$ cat src/rtl/exe_pkg.sv
// exe_pkg: shared encodings for the execute stage.
//   cmd_e      - ALU opcodes carried on execute_command_in
//   shift_e    - register-operand shift types (shifter[6:5])
//   FLAG_*     - NZCV bit positions within status words
//   fwd_mux    - operand forwarding select (used when EXE_FORWARDING_EN is defined)
package exe_pkg;

    typedef enum logic [3:0] {
        CMD_NOP = 4'b0000,
        CMD_MOV = 4'b0001,
        CMD_ADD = 4'b0010,
        CMD_ADC = 4'b0011,
        CMD_SUB = 4'b0100,
        CMD_SBC = 4'b0101,
        CMD_AND = 4'b0110,
        CMD_ORR = 4'b0111,
        CMD_EOR = 4'b1000,
        CMD_MVN = 4'b1001
    } cmd_e;

    typedef enum logic [1:0] {
        SH_LSL = 2'b00,
        SH_LSR = 2'b01,
        SH_ASR = 2'b10,
        SH_ROR = 2'b11
    } shift_e;

    localparam int FLAG_N = 3;
    localparam int FLAG_Z = 2;
    localparam int FLAG_C = 1;
    localparam int FLAG_V = 0;

    // 00 and the reserved 11 both keep the ID/EX value
    function automatic logic [31:0] fwd_mux(input logic [1:0] sel, input logic [31:0] id_val,
                                            input logic [31:0] mem_val, input logic [31:0] wb_val);
        return sel == 2'b01 ? mem_val : sel == 2'b10 ? wb_val : id_val;
    endfunction

endpackage

$ cat src/rtl/val2_generator.sv
// val2_generator: combinational second-operand generator for the execute stage.
//   val_rm             in  register operand to shift
//   shifter_operand    in  12-bit shifter field
//   instr_is_immediate in  selects rotated 8-bit immediate
//   mem_access         in  load/store: zero-extended 12-bit offset
//   val2               out resulting operand
module val2_generator
    import exe_pkg::*;
#(
    parameter int DATA_W = 32
) (
    input  logic [DATA_W-1:0] val_rm,
    input  logic [11:0]       shifter_operand,
    input  logic              instr_is_immediate,
    input  logic              mem_access,
    output logic [DATA_W-1:0] val2
);

    logic [4:0]          amt;
    logic [4:0]          rot;
    logic [DATA_W-1:0]   imm_ext;
    logic [2*DATA_W-1:0] imm_dbl;
    logic [2*DATA_W-1:0] rm_dbl;
    logic [DATA_W-1:0]   shifted;

    // Rotations are taken from the low half of a doubled word shifted right.
    always_comb begin
        amt     = shifter_operand[11:7];
        rot     = {shifter_operand[11:8], 1'b0};
        imm_ext = {{(DATA_W-8){1'b0}}, shifter_operand[7:0]};
        imm_dbl = {imm_ext, imm_ext} >> rot;
        rm_dbl  = {val_rm, val_rm} >> amt;
        shifted = shifter_operand[6:5] == SH_LSL ? val_rm << amt :
                  shifter_operand[6:5] == SH_LSR ? val_rm >> amt :
                  shifter_operand[6:5] == SH_ASR ? DATA_W'($signed(val_rm) >>> amt) :
                                                   rm_dbl[DATA_W-1:0];
        val2    = mem_access         ? {{(DATA_W-12){1'b0}}, shifter_operand} :
                  instr_is_immediate ? imm_dbl[DATA_W-1:0] : shifted;
    end

endmodule

$ cat src/rtl/exe_stage.sv
// exe_stage: execute stage of the 5-stage ARM pipeline.
// Builds Val2, runs the ALU, owns the NZCV status register, drives the branch
// redirect and registers results into the EX/MEM boundary (1-cycle latency).
//   clk, rst (async, active-low), freeze (hold EX/MEM regs and SR)
//   ID/EX inputs: control bits, execute_command_in, wb_reg_dest_in, pc/branch/operand data,
//                 instr_shifter_opperand_in, status_bits_in (carry-in source)
//   branch_taken_out / branch_address_out: combinational redirect
//   status_reg_out: NZCV register to ID
//   wb_en_out, mem_r_en_out, mem_w_en_out, wb_reg_dest_out, alu_result_out, store_data_out: EX/MEM
// Optional macro EXE_FORWARDING_EN adds fwd_sel_rn/fwd_sel_rm/mem_fwd_value/wb_fwd_value.
module exe_stage
    import exe_pkg::*;
#(
    parameter int DATA_W     = 32,
    parameter int REG_ADDR_W = 4
) (
    input  logic                  clk,
    input  logic                  rst,
    input  logic                  freeze,
    input  logic                  wb_en_in,
    input  logic                  mem_r_en_in,
    input  logic                  mem_w_en_in,
    input  logic                  branch_taken_in,
    input  logic                  do_update_sr_in,
    input  logic                  instr_is_immediate_in,
    input  logic [3:0]            execute_command_in,
    input  logic [REG_ADDR_W-1:0] wb_reg_dest_in,
    input  logic [DATA_W-1:0]     pc_plus_four_in,
    input  logic [DATA_W-1:0]     branch_immediate_in,
    input  logic [DATA_W-1:0]     val_rn_in,
    input  logic [DATA_W-1:0]     val_rm_in,
    input  logic [11:0]           instr_shifter_opperand_in,
    input  logic [3:0]            status_bits_in,
`ifdef EXE_FORWARDING_EN
    input  logic [1:0]            fwd_sel_rn,
    input  logic [1:0]            fwd_sel_rm,
    input  logic [DATA_W-1:0]     mem_fwd_value,
    input  logic [DATA_W-1:0]     wb_fwd_value,
`endif
    output logic                  branch_taken_out,
    output logic [DATA_W-1:0]     branch_address_out,
    output logic [3:0]            status_reg_out,
    output logic                  wb_en_out,
    output logic                  mem_r_en_out,
    output logic                  mem_w_en_out,
    output logic [REG_ADDR_W-1:0] wb_reg_dest_out,
    output logic [DATA_W-1:0]     alu_result_out,
    output logic [DATA_W-1:0]     store_data_out
);

    logic [DATA_W-1:0] rn;
    logic [DATA_W-1:0] rm;
    logic [DATA_W-1:0] val2;
    logic [DATA_W-1:0] opb;
    logic [DATA_W:0]   sum;
    logic [DATA_W-1:0] result;
    logic [3:0]        nzcv;
    logic              cin;
    logic              carry_in;
    logic              arith;
    logic              sub_op;
    logic              overflow;
    logic              cmd_valid;

`ifdef EXE_FORWARDING_EN
    assign rn = fwd_mux(fwd_sel_rn, val_rn_in, mem_fwd_value, wb_fwd_value);
    assign rm = fwd_mux(fwd_sel_rm, val_rm_in, mem_fwd_value, wb_fwd_value);
`else
    assign rn = val_rn_in;
    assign rm = val_rm_in;
`endif

    assign branch_taken_out   = branch_taken_in;
    assign branch_address_out = pc_plus_four_in + (branch_immediate_in << 2);

    val2_generator #(.DATA_W(DATA_W)) u_val2 (
        .val_rm             (rm),
        .shifter_operand    (instr_shifter_opperand_in),
        .instr_is_immediate (instr_is_immediate_in),
        .mem_access         (mem_r_en_in | mem_w_en_in),
        .val2               (val2)
    );

    // One adder serves all four arithmetic ops: subtraction adds ~Val2 with a
    // carry-in of 1 (SUB) or Cin (SBC), so sum[DATA_W] is directly NOT borrow.
    always_comb begin
        cin       = status_bits_in[FLAG_C];
        sub_op    = execute_command_in == CMD_SUB || execute_command_in == CMD_SBC;
        arith     = sub_op || execute_command_in == CMD_ADD || execute_command_in == CMD_ADC;
        cmd_valid = execute_command_in >= CMD_MOV && execute_command_in <= CMD_MVN;
        opb       = sub_op ? ~val2 : val2;
        carry_in  = execute_command_in == CMD_SUB ? 1'b1 :
                    execute_command_in == CMD_ADD ? 1'b0 : cin;
        sum       = {1'b0, rn} + {1'b0, opb} + {{DATA_W{1'b0}}, carry_in};
        overflow  = (rn[DATA_W-1] == opb[DATA_W-1]) && (sum[DATA_W-1] != rn[DATA_W-1]);
        case (execute_command_in)
            CMD_MOV: result = val2;
            CMD_MVN: result = ~val2;
            CMD_ADD,
            CMD_ADC,
            CMD_SUB,
            CMD_SBC: result = sum[DATA_W-1:0];
            CMD_AND: result = rn & val2;
            CMD_ORR: result = rn | val2;
            CMD_EOR: result = rn ^ val2;
            default: result = '0;
        endcase
        nzcv[FLAG_N] = result[DATA_W-1];
        nzcv[FLAG_Z] = result == '0;
        nzcv[FLAG_C] = arith ? sum[DATA_W] : status_bits_in[FLAG_C];
        nzcv[FLAG_V] = arith ? overflow : status_bits_in[FLAG_V];
    end

    // Undefined opcodes leave the status register untouched even with S set.
    always_ff @(posedge clk or negedge rst) begin
        if (!rst) begin
            status_reg_out <= '0;
        end else if (!freeze && do_update_sr_in && cmd_valid) begin
            status_reg_out <= nzcv;
        end
    end

    always_ff @(posedge clk or negedge rst) begin
        if (!rst) begin
            wb_en_out       <= 1'b0;
            mem_r_en_out    <= 1'b0;
            mem_w_en_out    <= 1'b0;
            wb_reg_dest_out <= '0;
            alu_result_out  <= '0;
            store_data_out  <= '0;
        end else if (!freeze) begin
            wb_en_out       <= wb_en_in;
            mem_r_en_out    <= mem_r_en_in;
            mem_w_en_out    <= mem_w_en_in;
            wb_reg_dest_out <= wb_reg_dest_in;
            alu_result_out  <= result;
            store_data_out  <= rm;
        end
    end

endmodule

$ cat config.mk
export PLATFORM = sky130hd
export DESIGN_NAME = exe_stage
export DESIGN_NICKNAME = d
export VERILOG_FILES = /design/src/rtl/exe_pkg.sv /design/src/rtl/val2_generator.sv /design/src/rtl/exe_stage.sv
export SDC_FILE = /design/constraint.sdc
export NUM_CORES = 1
export LEC_CHECK = 0
export BUFFER_PORTS_ARGS = -buffer_cell sky130_fd_sc_hd__buf_2
export CAP_MARGIN = 20
export CELL_PAD_IN_SITES_DETAIL_PLACEMENT = 0
export CELL_PAD_IN_SITES_GLOBAL_PLACEMENT = 1
export CORE_AREA = 2 2 212 214
export DETAILED_ROUTE_END_ITERATION = 8
export DIE_AREA = 0 0 214 216
export HOLD_SLACK_MARGIN = 0.02
export PLACE_DENSITY = 0.78
export SYNTH_ARGS = -nofsm -noshare
export SYNTH_HDL_FRONTEND = slang
export SYNTH_SLANG_ARGS = --single-unit
$ cat constraint.sdc
create_clock -name clk -period 6 [get_ports clk]
set_input_delay 0.3 -clock clk [delete_from_list [all_inputs] [get_ports clk]]
set_output_delay 0.3 -clock clk [all_outputs]
set_load 0.005 [all_outputs]
# After elaboration in Yosys (flattened, before gate mapping)
# Index checks and enable logic that the tools add are counted.
dict set report totals {
  regBits 75
  word_cells 57
}
dict set report classes {
  bitwise 5
  shift 5
  add_sub_neg 3
  n_reduce_logical 11
  mux 11
  eq_ne 13
  order_cmp 2
}
# cell n
set op_table {}
lappend op_table {{two-way mux 32 bit} 6}
lappend op_table {{case mux 32 bit (6 select lines)} 1}
lappend op_table {{>> shifter 64 x 5 -> 32 bit} 1}
lappend op_table {{>> shifter 40 x 5 -> 32 bit} 1}
lappend op_table {{adder 32 x 32 -> 33 bit} 1}
lappend op_table {{adder 33 x 1 -> 33 bit} 1}
lappend op_table {{adder 32 bit} 1}
lappend op_table {{AND 32 bit} 1}
lappend op_table {{logical NOT 32 bit} 1}
lappend op_table {{NOT 32 bit} 1}
lappend op_table {{bitwise OR 32 bit} 1}
lappend op_table {{<< shifter 32 x 5 -> 32 bit} 1}
lappend op_table {{>> shifter 32 x 5 -> 32 bit} 1}
lappend op_table {{>>> shifter 32 x 5 -> 32 bit} 1}
lappend op_table {{XOR 32 bit} 1}
lappend op_table {{== test 4 x 3 -> 1 bit, second input constant} 4}
lappend op_table {{== test 4 x 2 -> 1 bit, second input constant} 2}
lappend op_table {{== test 4 bit, second input constant} 2}
lappend op_table {{== test 4 x 1 -> 1 bit, second input constant} 1}
lappend op_table {{>= comparator 4 x 1 -> 1 bit, second input constant} 1}
lappend op_table {{<= comparator 4 bit, second input constant} 1}
lappend op_table {{logical AND 1 bit} 4}
lappend op_table {{two-way mux 1 bit} 4}
lappend op_table {{OR reduction 4 bit} 1}
lappend op_table {{other kinds (8)} 10}

# Logic depth before layout (Yosys ltp)
# Gate-level depths: netlist of run 1.
dict set report depth {
  ltp_word 13
  ltp_mapped 27
  ltp_nobuf 21
}

# Cells and area by module
# Synthesis of run 1 repeated with hierarchy kept, for this count alone.
dict set report unflattened {
  cells_unflattened 1940
  hier_area_um2 15615.0
}
# mod area_each_um2 cells_each instances
set modules_own_cells {}
lappend modules_own_cells {exe_stage 8831.0 1040 1}
lappend modules_own_cells {val2_generator 6784.0 900 1}

# Worst setup path after synthesis of run 1
# OpenSTA, ideal clock, no wires.
dict set report synth_timing {
  path_type {input -> register}
  from {in instr_shifter_opperand_in[10]}
  to {reg status_reg_out[2]}
  t_arrival_ns 5.319
  setup_ns 0.076
  setup_slack_ns 0.605
  path_buffers 6
  path_stages 24
  path_cell_list {buf_6 buf_6 buf_6 clkinv_1 buf_2 buf_2 buf_1 nand3_1 a32oi_1 nor2_1 a311oi_1 xnor2_1 ha_1 or2_2 o31a_1 a221oi_1 nor2_1 or3b_2 mux2i_1 o211ai_1 or4_1 nor4_1 nand4_1 o21ai_1}
}
dict set report synth_via {
  elab_chain_len 12
  elab_cells_between_ends 19
  cone_classes {add/sub (2); shift (5); mux (7); bitwise (4); reduce/logical (1)}
}
# element line
set synth_rtl {}
lappend synth_rtl {{from (decl)} exe_stage.sv:32} ;# input logic [11:0] instr_shifter_opperand_in,
lappend synth_rtl {{>> shifter 64 x 5 -> 32 bit or >>> shifter 32 x 5 -> 32 bit (tied branches)} {val2_generator.sv:32, val2_generator.sv:35}}
lappend synth_rtl {{two-way mux 32 bit} val2_generator.sv:35} ;# shifter_operand[6:5] == SH_ASR ? DATA_W'($signed(val_rm) >>> amt) :
lappend synth_rtl {{two-way mux 32 bit} val2_generator.sv:34} ;# shifter_operand[6:5] == SH_LSR ? val_rm >> amt :
lappend synth_rtl {{two-way mux 32 bit} val2_generator.sv:33} ;# shifted = shifter_operand[6:5] == SH_LSL ? val_rm << amt :
lappend synth_rtl {{two-way mux 32 bit} val2_generator.sv:38} ;# instr_is_immediate ? imm_dbl[DATA_W-1:0] : shifted;
lappend synth_rtl {{two-way mux 32 bit (*)} val2_generator.sv:37} ;# val2 = mem_access ? {{(DATA_W-12){1'b0}}, shifter_operand} :
lappend synth_rtl {{NOT 32 bit} {exe_stage.sv:91, exe_stage.sv:98}}
lappend synth_rtl {{two-way mux 32 bit} exe_stage.sv:91} ;# opb = sub_op ? ~val2 : val2;
lappend synth_rtl {{adder 32 x 32 -> 33 bit} exe_stage.sv:94} ;# sum = {1'b0, rn} + {1'b0, opb} + {{DATA_W{1'b0}}, carry_in};
lappend synth_rtl {{adder 33 x 1 -> 33 bit} exe_stage.sv:94}
lappend synth_rtl {{case mux 32 bit (6 select lines) (*)} exe_stage.sv:96} ;# case (execute_command_in)
lappend synth_rtl {{logical NOT 32 bit (*)} exe_stage.sv:109} ;# nzcv[FLAG_Z] = result == '0;
lappend synth_rtl {{to (signal assigned)} exe_stage.sv:119} ;# status_reg_out <= nzcv;
lappend synth_rtl {{to (decl)} exe_stage.sv:42} ;# output logic [3:0] status_reg_out,
# Every way passes the cells marked *; elsewhere a longest branch is shown, timed or not.
# A chain may end at the register's enable or synchronous reset.

# Worst setup path after layout of run 1
dict set report layout_timing {
  from {in instr_shifter_opperand_in[8]}
  to {reg status_reg_out[2]}
}
# Same word-level chain as after synthesis.

==> run summary, run 1 <==
The period utilization is 98.29%. Data on the critical path is required at its endpoint by 6.22 ns. The logs give 50.69% for the post-layout utilization of the core and 0 for the number of nets with antenna violations after routing. For this design the static power due to leakage is 10.24 nW. Of all nets on the critical path, the largest fanout is 20.

The run gives 0 as the total global routing overflow. In this design, the critical path's most frequently occurring cell is sky130_fd_sc_hd__buf_4. Share of final-layout standard cells stronger than drive strength 1: 35.80%. Across all hold checks on the routed design, the worst slack comes to 0.1016 ns. The clock passes through at most 2 buffers. The area of the core was 43840 um2. The tools report the startpoint class of the critical path as an input pin. The switching power is 1.539 mW, and the proportion of synthesized flip-flops having asynchronous set or reset is 100.0%. In the final routed layout, each cell accounts on average for 28.56 um. On the worst path, the slowest cell contributes a delay of 0.52 ns. In the routed layout, each cell is associated on average with a via count of 6.569.

The count of boundary I/O pins was 269; the effective utilization at floorplan was 39.72%. The global-route usage over all layers came out at 38.45%. The number of detailed-route iterations in the first pass is 6.

For this run, design rule violations remaining after detail routing come to 0. The finished cells cover 22220 um2. Across the run, the number of max-cap violations was 0. At the end of the flow, the number of nets in the layout was 2903. Fill cells in the final layout number 4269. The power per unit of standard cell area is 157.8 nW/um2, and the headroom to the max-slew limit is 30.94%.

Combinational logic burns 65.1% of the power. The die outline area is 46220 um2, and the part of the power in the clock network is 17.8%. The data arrival time at the worst-slack endpoint is 6.12 ns.

Actual transition at the worst max-transition pin: 1.027 ns. At the placement stage, the worst setup path has a slack of -0.4571 ns. The post-synthesis net count is 2422. After detailed routing, the total wire length is 91.77 mm. The most used flip-flop cell after synthesis is sky130_fd_sc_hd__dfrtp_1. For this run, the number of Yosys warnings is 0. The number of flops mapped to enable cells by yosys is 0. The run gives 1.968 mW as the internal power contribution. The logs give 2928 for the number of design-rule violations left by the first detailed-router iteration and 21730 um2 for the standard cell area after detailed placement. The max-slew violation count was 0; the via count of the first global-routing pass was 20300.

Across the routed clock network, the largest skew measured is 0 ns. The flow ran to the end, and the final reports show no timing, DRC or antenna violations. After synthesis, the mean cell area works out to 8.159 um2. Routability-driven placement finished with a final weighted congestion of 1.084. The clock transition time at the flip-flop clock pins of the worst setup and hold paths is 0.06 ns.

The slowest stage of the critical path belongs to the cell sky130_fd_sc_hd__o31ai_1. The floorplan row count came out at 77. The clock net in this run drives a total of 75 sinks.

The area of combinational cells with multiple inputs is 14240 um2. The synthesized area was 17410 um2; the wire length of the first global-routing pass was 134.6 mm. Worst setup path category: in -> reg. Synthesis inferred 75 register bits.

The peak clock frequency supported by timing was 169.6 MHz; the synthesis-to-finish area growth was 27.62%. The count of input and output buffers was 258. The logs give 2134 for the number of instances in the synthesized netlist and 3 for the initial antenna violation count. The number of hold violations in the final report was 0. The worst path needs 5.898 ns of the cycle, external delays included. Buffers inserted during clock tree synthesis total 9.

The proportion of synthesized chip area in sequential cells was 10.78%. In this run switching power makes up 43.89% of total power. TritonCTS built the clock tree. For the estimated wirelength of the detail-placed design, the log shows 73.74 mm. The routed via count was 21110; the number of levels the H-tree was split into was 3.

Cell chosen for the clock root: sky130_fd_sc_hd__clkbuf_16. The height of the die is 216 um, and the number of unique standard cell types used by synthesis is 94. The largest net degree at the start of global routing was 76. The path class of the tightest hold or removal check is in -> async. Setup slack closes at 0.1023 ns. The worst setup path is captured at a flop. Across the whole layout, storage elements account for 1877 um2.

The die is 214 um wide. The tools report the count of endpoints failing setup in the final report as 0. Across the VDD grid, the largest voltage drop is 0.2581 mV. The insertion delay of the later-clocked pin in the worst-skew pair is 0.33 ns, and the part of the power in registers is 17.1%.
cells in the final DEF, fill, tap and decap left out, types with 11 or more instances in the layout:
cell type                  netlist  routed
sky130_fd_sc_hd__a211o_1        12      12
sky130_fd_sc_hd__a211oi_1       30      28
sky130_fd_sc_hd__a21o_1         32      32
sky130_fd_sc_hd__a21oi_1       116     114
sky130_fd_sc_hd__a221oi_1       21      19
sky130_fd_sc_hd__a22o_1         22      22
sky130_fd_sc_hd__a22oi_1        12      12
sky130_fd_sc_hd__a31oi_1        27      27
sky130_fd_sc_hd__and2_1         15      15
sky130_fd_sc_hd__and3_1         14      14
sky130_fd_sc_hd__buf_12          0      12
sky130_fd_sc_hd__buf_2          35     253
sky130_fd_sc_hd__buf_4          18     405
sky130_fd_sc_hd__dfrtp_1        75      75
sky130_fd_sc_hd__ha_1          124     124
sky130_fd_sc_hd__inv_1          99      99
sky130_fd_sc_hd__mux2_2         95      95
sky130_fd_sc_hd__mux2i_1       114     114
sky130_fd_sc_hd__mux4_2        102     102
sky130_fd_sc_hd__nand2_1       176     176
sky130_fd_sc_hd__nand2b_1       31      31
sky130_fd_sc_hd__nand3_1        61      61
sky130_fd_sc_hd__nand4_1        26      26
sky130_fd_sc_hd__nor2_1        150     149
sky130_fd_sc_hd__nor2b_1        19      17
sky130_fd_sc_hd__nor3_1         45      45
sky130_fd_sc_hd__o211ai_1       36      36
sky130_fd_sc_hd__o21a_1         14      14
sky130_fd_sc_hd__o21ai_0       111     108
sky130_fd_sc_hd__o221ai_1       11      11
sky130_fd_sc_hd__o22ai_1        29      28
sky130_fd_sc_hd__o31ai_1        14      14
sky130_fd_sc_hd__or3_1          13      13
sky130_fd_sc_hd__xnor2_1        52      52
sky130_fd_sc_hd__xor2_1         29      29
cell usage after synthesis, types with 18 or more instances:
library cell,number,area share [%]
sky130_fd_sc_hd__mux2i_1,114,6.6
sky130_fd_sc_hd__nor3_1,45,1.3
sky130_fd_sc_hd__o211ai_1,36,1.6
sky130_fd_sc_hd__nor2_1,150,3.2
sky130_fd_sc_hd__xor2_1,29,1.5
sky130_fd_sc_hd__dfrtp_1,75,11
sky130_fd_sc_hd__a21oi_1,116,3.3
sky130_fd_sc_hd__buf_1,20,0.43
sky130_fd_sc_hd__clkbuf_1,114,2.5
sky130_fd_sc_hd__nand2b_1,31,1.1
sky130_fd_sc_hd__o21ai_0,111,3.2
sky130_fd_sc_hd__a211oi_1,30,1.3
sky130_fd_sc_hd__xnor2_1,52,2.6
sky130_fd_sc_hd__mux2_2,95,6.1
sky130_fd_sc_hd__mux4_2,102,13
sky130_fd_sc_hd__nor2b_1,19,0.68
sky130_fd_sc_hd__buf_4,18,0.78
sky130_fd_sc_hd__a21o_1,32,1.4
sky130_fd_sc_hd__a31oi_1,27,0.97
sky130_fd_sc_hd__ha_1,124,8.9
sky130_fd_sc_hd__nand2_1,176,3.8
sky130_fd_sc_hd__o22ai_1,29,1.0
sky130_fd_sc_hd__a22o_1,22,1.1
sky130_fd_sc_hd__a221oi_1,21,1.1
sky130_fd_sc_hd__nand3_1,61,1.8
sky130_fd_sc_hd__nand4_1,26,0.93
sky130_fd_sc_hd__inv_1,99,2.1
sky130_fd_sc_hd__buf_6,18,1.2
sky130_fd_sc_hd__buf_2,35,1.0
critical path: cells and delay by family:
kind            cells  cell delay (ns)
compound gates     10             2.32
buf+inv             5             1.03
simple gates        7             1.04
mux                 2             0.93
fa+ha+maj           1             0.32
xor+xnor            1             0.16
final timing paths:
| check | from | slack [ns] | to | depth (start not counted) |
|---|---|---|---|---|
| min in group clk | wb_reg_dest_in[2] | 0.20 | wb_reg_dest_out[2] | 2 |
| setup / recovery | instr_shifter_opperand_in[8] | 0.10 | status_reg_out[2] | 26 |
| max in group asynchronous | rst | 5.28 | store_data_out[24] | 1 |
| hold / removal | rst | 0.10 | alu_result_out[29] | 1 |
| hold reg to reg | alu_result_out[13] | 0.48 | alu_result_out[13] | 1 |
| setup reg to reg | alu_result_out[18] | 5.19 | alu_result_out[18] | 2 |
state kept, by name, indices dropped and copies added, names as in the netlist:
name,flops
status_reg_out,4
wb_reg_dest_out,4
mem_w_en_out,1
wb_en_out,1
store_data_out,32
alu_result_out,32
mem_r_en_out,1
power by group through the flow:
stage               Clock [mW]  Combinational, mW  Sequential [mW]
floorplan                    0               1.17            0.609
global placement             0               2.16            0.605
detailed placement           0               2.19            0.608
CTS                      0.633               2.20            0.601
global route             0.657               2.40            0.607
finish                   0.623               2.28            0.601
cell families after synthesis:
group	after synthesis	share of synthesized area, %
AO/OA/AOI/OAI	624	25.12
XOR/XNOR	81	4.074
adder cells (fa/ha/maj)	127	9.256
buffers and inverters	310	8.099
flip-flops	75	10.78
multiplexers	312	25.96
AND/OR/NAND/NOR	605	16.72
layout make-up:
cell class                 count  area share (%)
multi-input combinational   1749           64.10
tap                          592           3.334
clock buffer                  10           1.030
sequential                    75           8.446
antenna                        1         0.01126
clock inverter                 6          0.5068
inverter                     105           1.774
timing repair buffer         675           20.80
layer usage:
| layer | GRT usage [%] | routed length (um) | vias to the layer above |
|---|---|---|---|
| li1 | - | - | 9062 |
| met4 | 19.67 | 5717 | 0 |
| met1 | 52.73 | 37800 | 10280 |
| met2 | 58.19 | 38620 | 1481 |
| met5 | 0 | 0 | - |
| met3 | 6.342 | 9623 | 286 |
metrics by stage:
step,TNS (ns),power [mW],std cells
after floorplan,0,1.780,2134
after global placement,-1.364,2.770,3194
after detailed placement,-1.670,2.795,3194
after CTS,0,3.437,3210
after global routing,-0.001865,3.667,3213
final,0,3.507,3213
timing repair:
item	CTS	global route
endpoints found under the setup margin	1	9
buffers inserted	0	1
resized for setup	3	22
gates cloned	0	1
endpoints found under the hold margin	0	0
pin swaps	0	2
hold buffers	0	0
Note: power is estimated with default switching activity, not from simulation.
==> run 2: changes to the inputs <==
CORE_AREA = 2 2 244 186   (was 2 2 212 214)
DIE_AREA = 0 0 246 188   (was 0 0 214 216)
==> run summary, run 2 (synthesis gave the netlist of run 1 again) <==
The total global routing overflow was 0; the peak clock frequency supported by timing was 171.6 MHz. For the routed via count, the log shows 21560. The critical path ends at status_reg_out[2]. Buffers placed on the I/O ports in this run total 258. The height of the die works out to 188 um.

For the count of endpoints failing setup in the final report, the log shows 0. For the area of the core, the log shows 44010 um2. After legalization and detailed placement, the total HPWL measured 78.42 mm. At the pin with the least slew margin, the transition time is 0.8783 ns. In this run, CTS created clock tree buffers numbering 9. The tools report the data arrival time at the worst-slack endpoint as 6.12 ns. The tools report the worst clock skew on the final layout as 0 ns. Excluding fillers, the count of instances in the completed layout stands at 3263. The run gives 67 as the floorplan row count. The power per unit of standard cell area was 158.6 nW/um2. The effective utilization at floorplan was 39.56%; the setup slack on the worst flop-to-flop path was 5.23 ns.

The congestion estimate from routability-driven global placement came to 1.057. The routed design has 97.87 mm of wire. The period utilization is 97.10%, and the remaining routing DRC violations is 0. Along the worst path, the maximum fanout reaches 16. The headroom to the max-slew limit came out at 41.31%.

The endpoint identified for the worst register-to-register timing path is store_data_out[14]. In the final layout, the share of cells above drive strength 1 is 37.43%. TritonCTS built the clock tree. The cell chosen for the clock root was sky130_fd_sc_hd__clkbuf_16. For the worst IR drop on VDD, the log shows 0.1357 mV.

The tools report the worst setup margin as 0.1738 ns. Subtracting the final worst setup slack from the clock period gives 5.826 ns. The library cell used most frequently in the layout, excluding fill and tap cells, is sky130_fd_sc_hd__buf_4. Number of instances in the placed design: 3234. The number of hold violations in the final report was 0. The run gives 2955 as the net total in the final layout. The worst setup path category is in -> reg.

The largest registers in the layout are alu_result_out (32), store_data_out (32). The classification of the worst-slack hold path was in -> reg. The number of design-rule violations left by the first detailed-router iteration is 3001. The origin of the critical flop-to-flop path was store_data_out[14]. The post-detailed-route wirelength per cell was 29.99 um. The worst setup path is captured at a flop. Number of nets with antenna violations after routing: 0.

The sink count of the clock tree is 75, and the number of max-capacitance violations reported is 0. The flow ran to the end, and the final reports show no timing, DRC or antenna violations. At the worst endpoint, the required time is 6.29 ns. The number of vias per cell works out to 6.607. The via count of the first global-routing pass is 20470. The worst setup path is launched from an input pin.

Die outline area: 46250 um2. After clock tree synthesis, the clock-pin slew on the worst setup and hold paths is 0.07 ns. The longest clock path from root to sink contains 2 buffers.

The number of levels the H-tree was split into is 3. For this design the top-level I/O count stands at 269. The die width is 246 um, and the synthesis-to-finish area growth is 31.20%. Entering global routing, the biggest net connects 62 pins.

The global-route usage over all layers is 40.99%. The first TritonRoute pass finished after 6 iterations. The tools report the max-slew violation count as 0. The first global-routing pass estimated 139.9 mm of wire.

The startpoint of the most critical setup path is instr_shifter_opperand_in[9]. The number of cells traversed by the worst register-to-register path is 1, and the initial antenna violation count is 5. The minimum setup slack after placement came out at -0.8595 ns. The later pin in the worst-skew pair is clocked with a latency of 0.37 ns. Leaving out fill and tap cells, the most frequent cells in the layout are sky130_fd_sc_hd__buf_4 (440), sky130_fd_sc_hd__buf_2 (253), sky130_fd_sc_hd__nand2_1 (176), sky130_fd_sc_hd__nor2_1 (149), sky130_fd_sc_hd__ha_1 (124).

Summed over all cells, the static leakage comes to 10.56 nW.
==> run 2: cell type report <==
| cell class | instances | area, um2 |
|---|---|---|
| Fill cell | 4180 | 21170 |
| Multi-Input combinational cell | 1749 | 14290 |
| Timing Repair Buffer | 727 | 5201 |
| Sequential cell | 75 | 1877 |
| Tap cell | 586 | 733.2 |
| Inverter | 105 | 397.9 |
| Clock buffer | 10 | 239.0 |
| Clock inverter | 6 | 95.09 |
| Antenna cell | 5 | 12.51 |
==> run 2: routing by layer <==
| metal | global-route usage [%] | up-vias | wire, um |
|---|---|---|---|
| met1 | 58.62 | 10600 | 41290 |
| met5 | 0 | - | 54 |
| met2 | 56.43 | 1569 | 38860 |
| met4 | 12.07 | 8 | 2852 |
| met3 | 15.57 | 187 | 14820 |
| li1 | - | 9193 | - |
==> run 2: timing repair <==
item / 4_1_cts / 5_1_grt
buffers inserted: 0 / 4
hold endpoints to repair: 30 / 0
setup endpoints to repair: 1 / 2
gates resized for setup: 5 / 38
cloned: 0 / 3
pin swaps: 2 / 13
hold buffers: 1 / 0
==> run 2: critical path, stage by stage <==
cell                       delay, ns
sky130_fd_sc_hd__buf_6          0.18
sky130_fd_sc_hd__buf_12         0.18
sky130_fd_sc_hd__buf_12         0.18
sky130_fd_sc_hd__mux4_2         0.52
sky130_fd_sc_hd__mux2_2         0.30
sky130_fd_sc_hd__mux2i_2        0.28
sky130_fd_sc_hd__o221ai_1       0.29
sky130_fd_sc_hd__a31oi_1        0.26
sky130_fd_sc_hd__buf_4          0.15
sky130_fd_sc_hd__or2_2          0.12
sky130_fd_sc_hd__xnor2_1        0.06
sky130_fd_sc_hd__ha_1           0.22
sky130_fd_sc_hd__buf_4          0.15
sky130_fd_sc_hd__o21ai_0        0.21
sky130_fd_sc_hd__nand2b_1       0.16
sky130_fd_sc_hd__nand4_1        0.24
sky130_fd_sc_hd__or3b_2         0.48
sky130_fd_sc_hd__mux2i_1        0.18
sky130_fd_sc_hd__o211ai_1       0.17
sky130_fd_sc_hd__or4_4          0.56
sky130_fd_sc_hd__nor4_4         0.45
sky130_fd_sc_hd__buf_4          0.18
sky130_fd_sc_hd__nand4_1        0.11
sky130_fd_sc_hd__o21ai_1        0.16
==> run 2: through the flow <==
| stage | instance area (um2) | TNS (ns) | util (%) | hold WS (ns) | power (mW) |
|---|---|---|---|---|---|
| after floorplan | 17410 | 0 | - | 0.004409 | 1.780 |
| after global placement | 22210 | -0.8609 | 50.45 | 0.2385 | 2.828 |
| after detailed placement | 22210 | -0.8595 | 50.45 | 0.2477 | 2.854 |
| after CTS | 22580 | 0 | 51.30 | 0.1522 | 3.510 |
| after global routing | 22830 | -0.0009894 | 51.88 | 0.1615 | 3.769 |
| final | 22840 | 0 | 51.91 | 0.1601 | 3.623 |
==> run 2: how the worst min path moves through the flow <==
| stage | from | cells after the start | end | slack, ns |
|---|---|---|---|---|
| 4_1_cts | wb_reg_dest_in[1] | 2 | wb_reg_dest_out[1] | 0.15 |
| 6_report | wb_reg_dest_in[1] | 2 | wb_reg_dest_out[1] | 0.16 |
| 5_1_grt | wb_en_in | 2 | wb_en_out | 0.16 |
| 3_3_place_gp | rst | 1 | wb_reg_dest_out[2] | 0.24 |
| 2_1_floorplan | rst | 0 | alu_result_out[0] | 0.004 |
| 3_5_place_dp | rst | 1 | store_data_out[3] | 0.25 |
==> run 2: report_power, final <==
group | internal, mW | switching (mW) | leakage [nW] | total [mW]
Sequential | 0.565 | 0.0318 | 0.933 | 0.597
Combinational | 1.05 | 1.34 | 9.46 | 2.39
Clock | 0.380 | 0.260 | 0.164 | 0.640
==> run 3: changes to the inputs <==
CORE_AREA = 5 5 215 217   (was 2 2 244 186)
DIE_AREA = 0 0 220 222   (was 0 0 246 188)
==> run summary, run 3 (synthesis gave the netlist of run 1 again) <==
The first global-routing pass estimated 139.0 mm of wire. Of the cells placed in the final design, the portion with a size suffix greater than 1 is 37.69%. Setup slack on the critical path of the routed design comes to 0.1018 ns. Once detailed placement completed, the half-perimeter wirelength came to 78.41 mm.

TritonCTS built the clock tree. The clock transition time at the flip-flop clock pins of the worst setup and hold paths works out to 0.07 ns. Entering global routing, the biggest net connects 76 pins.

The global-route usage over all layers is 37.50%. The number of hold violations in the final report was 0. The largest fanout on the critical path was 28. CTS placed an instance of sky130_fd_sc_hd__clkbuf_16 at the clock tree root.

Between clock sinks in the finished design, the worst skew comes to 0 ns. Number of cells traversed by the worst register-to-register path: 2. For the overall power of the completed layout, the log shows 3.534 mW. The run finished with clean final reports. For this design the top-level I/O count stands at 269. The die covers 48840 um2. In this run the power density over the cells is 155.6 nW/um2. Actual transition at the worst max-transition pin: 1.075 ns. The first detailed-routing pass ran for 6 iterations. Leading cell type in the layout, fill and taps excluded: sky130_fd_sc_hd__buf_4.

Detailed routing inserted a total of 21340 vias. In the final layout, the registers with the most flip-flops are alu_result_out (32), store_data_out (32). The tree built by TritonCTS fans out to 75 sinks. Based on the critical path, the design can be clocked at up to 169.5 MHz. The count of input and output buffers came out at 258. Walking the worst path, the cells encountered are buf_8 -> buf_12 -> mux2_2 -> o2bb2ai_1 -> a211o_1 -> a32oi_1 -> nor2_1 -> a311oi_1 -> buf_4 -> xnor2_1 -> ha_1 -> or2_2 -> o31a_1 -> a221oi_2 -> nor2_1 -> or3b_2 -> mux2i_1 -> o211ai_1 -> or4_1 -> nor4_1 -> buf_4 -> nand4_1 -> o21ai_1. For the post-layout utilization of the core, the log shows 51.71%. For this block, the routed nets add up to 95.73 mm of wire. In the layout the commonest cells are sky130_fd_sc_hd__buf_4 (471), sky130_fd_sc_hd__buf_2 (253), sky130_fd_sc_hd__nand2_1 (176), sky130_fd_sc_hd__nor2_1 (149), sky130_fd_sc_hd__ha_1 (124). For the initial antenna violation count, the log shows 5.

After detailed routing, the average wire length per cell comes to 29.17 um. The run gives 0.2092 mV as the worst IR drop on VDD. The startpoint class of the critical path was an input pin.

The tool flagged a number of max-cap violations equal to 0. For this design the static power due to leakage is 10.55 nW. TritonCTS created 9 clock buffers. The standard cell area after detailed placement is 22260 um2, and the remaining routing DRC violations is 0. Counting along the longest clock path gives a buffer depth of 2.

At the end of the flow, the number of nets in the layout was 2971. Among all stages on the critical path, the largest delay is contributed by sky130_fd_sc_hd__or4_1. The later pin in the worst-skew pair is clocked with a latency of 0.34 ns. After routing, the total negative slack on setup checks comes to 0 ns. The via count of the first global-routing pass is 20910, and the final weighted congestion of routability-driven global placement is 1.069. The data arrival time at the worst-slack endpoint is 6.17 ns, and the synthesis-to-finish area growth is 30.48%. The clock period minus final worst setup slack is 5.898 ns. For the floorplan row count, the log shows 77. The max-slew violation count was 0.

The worst setup path is captured at a flop. Timing analysis after detailed placement gives a worst setup slack of -0.5043 ns. The largest single stage delay on the critical path is 0.59 ns. Once detail routing completed, the nets flagged for antenna violations numbered 0. For this configuration, the core starts out at a cell density of 39.63%. The number of vias per cell came out at 6.503. The detailed router finished its first iteration with 2808 violations. Global routing finished with a remaining overflow of 0. For the worst setup path, the data required time is 6.27 ns.

The period utilization was 98.30%. The height of the die was 222 um; the number of levels the H-tree was split into was 3. The worst setup path category is in -> reg. Summing all non-filler instances in the final layout gives an area of 22720 um2. The worst hold path belongs to the class in -> async. Measured against its own limit, the worst slew margin works out to 27.75%. The die width is 220 um, and the count of endpoints failing setup in the final report is 0. The area of the core is 43930 um2.
-- run 3: cell count changes in the layout (fill, tap and decap cells not counted), sizes merged --
cell,before,now
buf,723,743
clkbuf,13,9
diode,5,2
inv,102,104
bufinv,2,1
dlygate4sd3,1,0
-- run 3: per-stage QoR --
step / cells / hold slack (ns)
floorplan: 2134 / 0.004409
global placement: 3261 / 0.4596
detailed placement: 3261 / 0.4741
CTS: 3277 / 0.1367
global route: 3281 / 0.1784
finish: 3282 / 0.1121
-- run 3: path summary, 6_finish.rpt --
check                                                  start                 end  slack, ns
worst max-delay path            instr_shifter_opperand_in[8]   status_reg_out[2]       0.10
worst min-delay path                                     rst  alu_result_out[11]       0.11
worst max register to register            alu_result_out[18]  alu_result_out[18]       5.17
worst min register to register            alu_result_out[13]  alu_result_out[13]       0.49
max in group asynchronous                                rst   store_data_out[7]       5.28
min in group clk                           wb_reg_dest_in[2]  wb_reg_dest_out[2]       0.19
-- run 3: layer usage --
layer | vias to the layer above | track usage [%] | wire length (um) | part of all wire (%)
met5 | - | 0 | 0 | 0
met4 | 0 | 17.01 | 5642 | 5.9
met3 | 303 | 8.398 | 10200 | 11
met2 | 1408 | 56.17 | 40370 | 42
met1 | 10430 | 51.47 | 39510 | 41
li1 | 9205 | - | - | -
-- run 3: where the power goes --
| group | switching (mW) | internal [mW] | total, mW |
|---|---|---|---|
| clock network | 0.236 | 0.329 | 0.565 |
| registers | 0.0336 | 0.566 | 0.599 |
| logic | 1.33 | 1.04 | 2.37 |
| total | 1.60 | 1.94 | 3.53 |
-- run 3: worst max-delay path: cells and delay by family --
family          cells  cell delay, ns
mux                 2            0.66
compound gates      8            2.02
buf+inv             4            0.84
simple gates        7            1.94
fa+ha+maj           1            0.27
xor+xnor            1            0.11
-- run 3: what timing repair did --
item | 4_1_cts | 5_1_grt
setup buffers | 0 | 3
endpoints found under the setup margin | 2 | 8
gates resized for setup | 6 | 27
hold buffers | 0 | 0
pin swaps | 0 | 5
-- run 3: area by class of cell --
cell class,instances,area [um2]
Tap cell,592,740.7
Clock buffer,9,225.2
Multi-Input combinational cell,1749,14250
Inverter,105,394.1
Clock inverter,7,80.08
Sequential cell,75,1877
Fill cell,4284,21210
Timing Repair Buffer,743,5142
Antenna cell,2,5.005
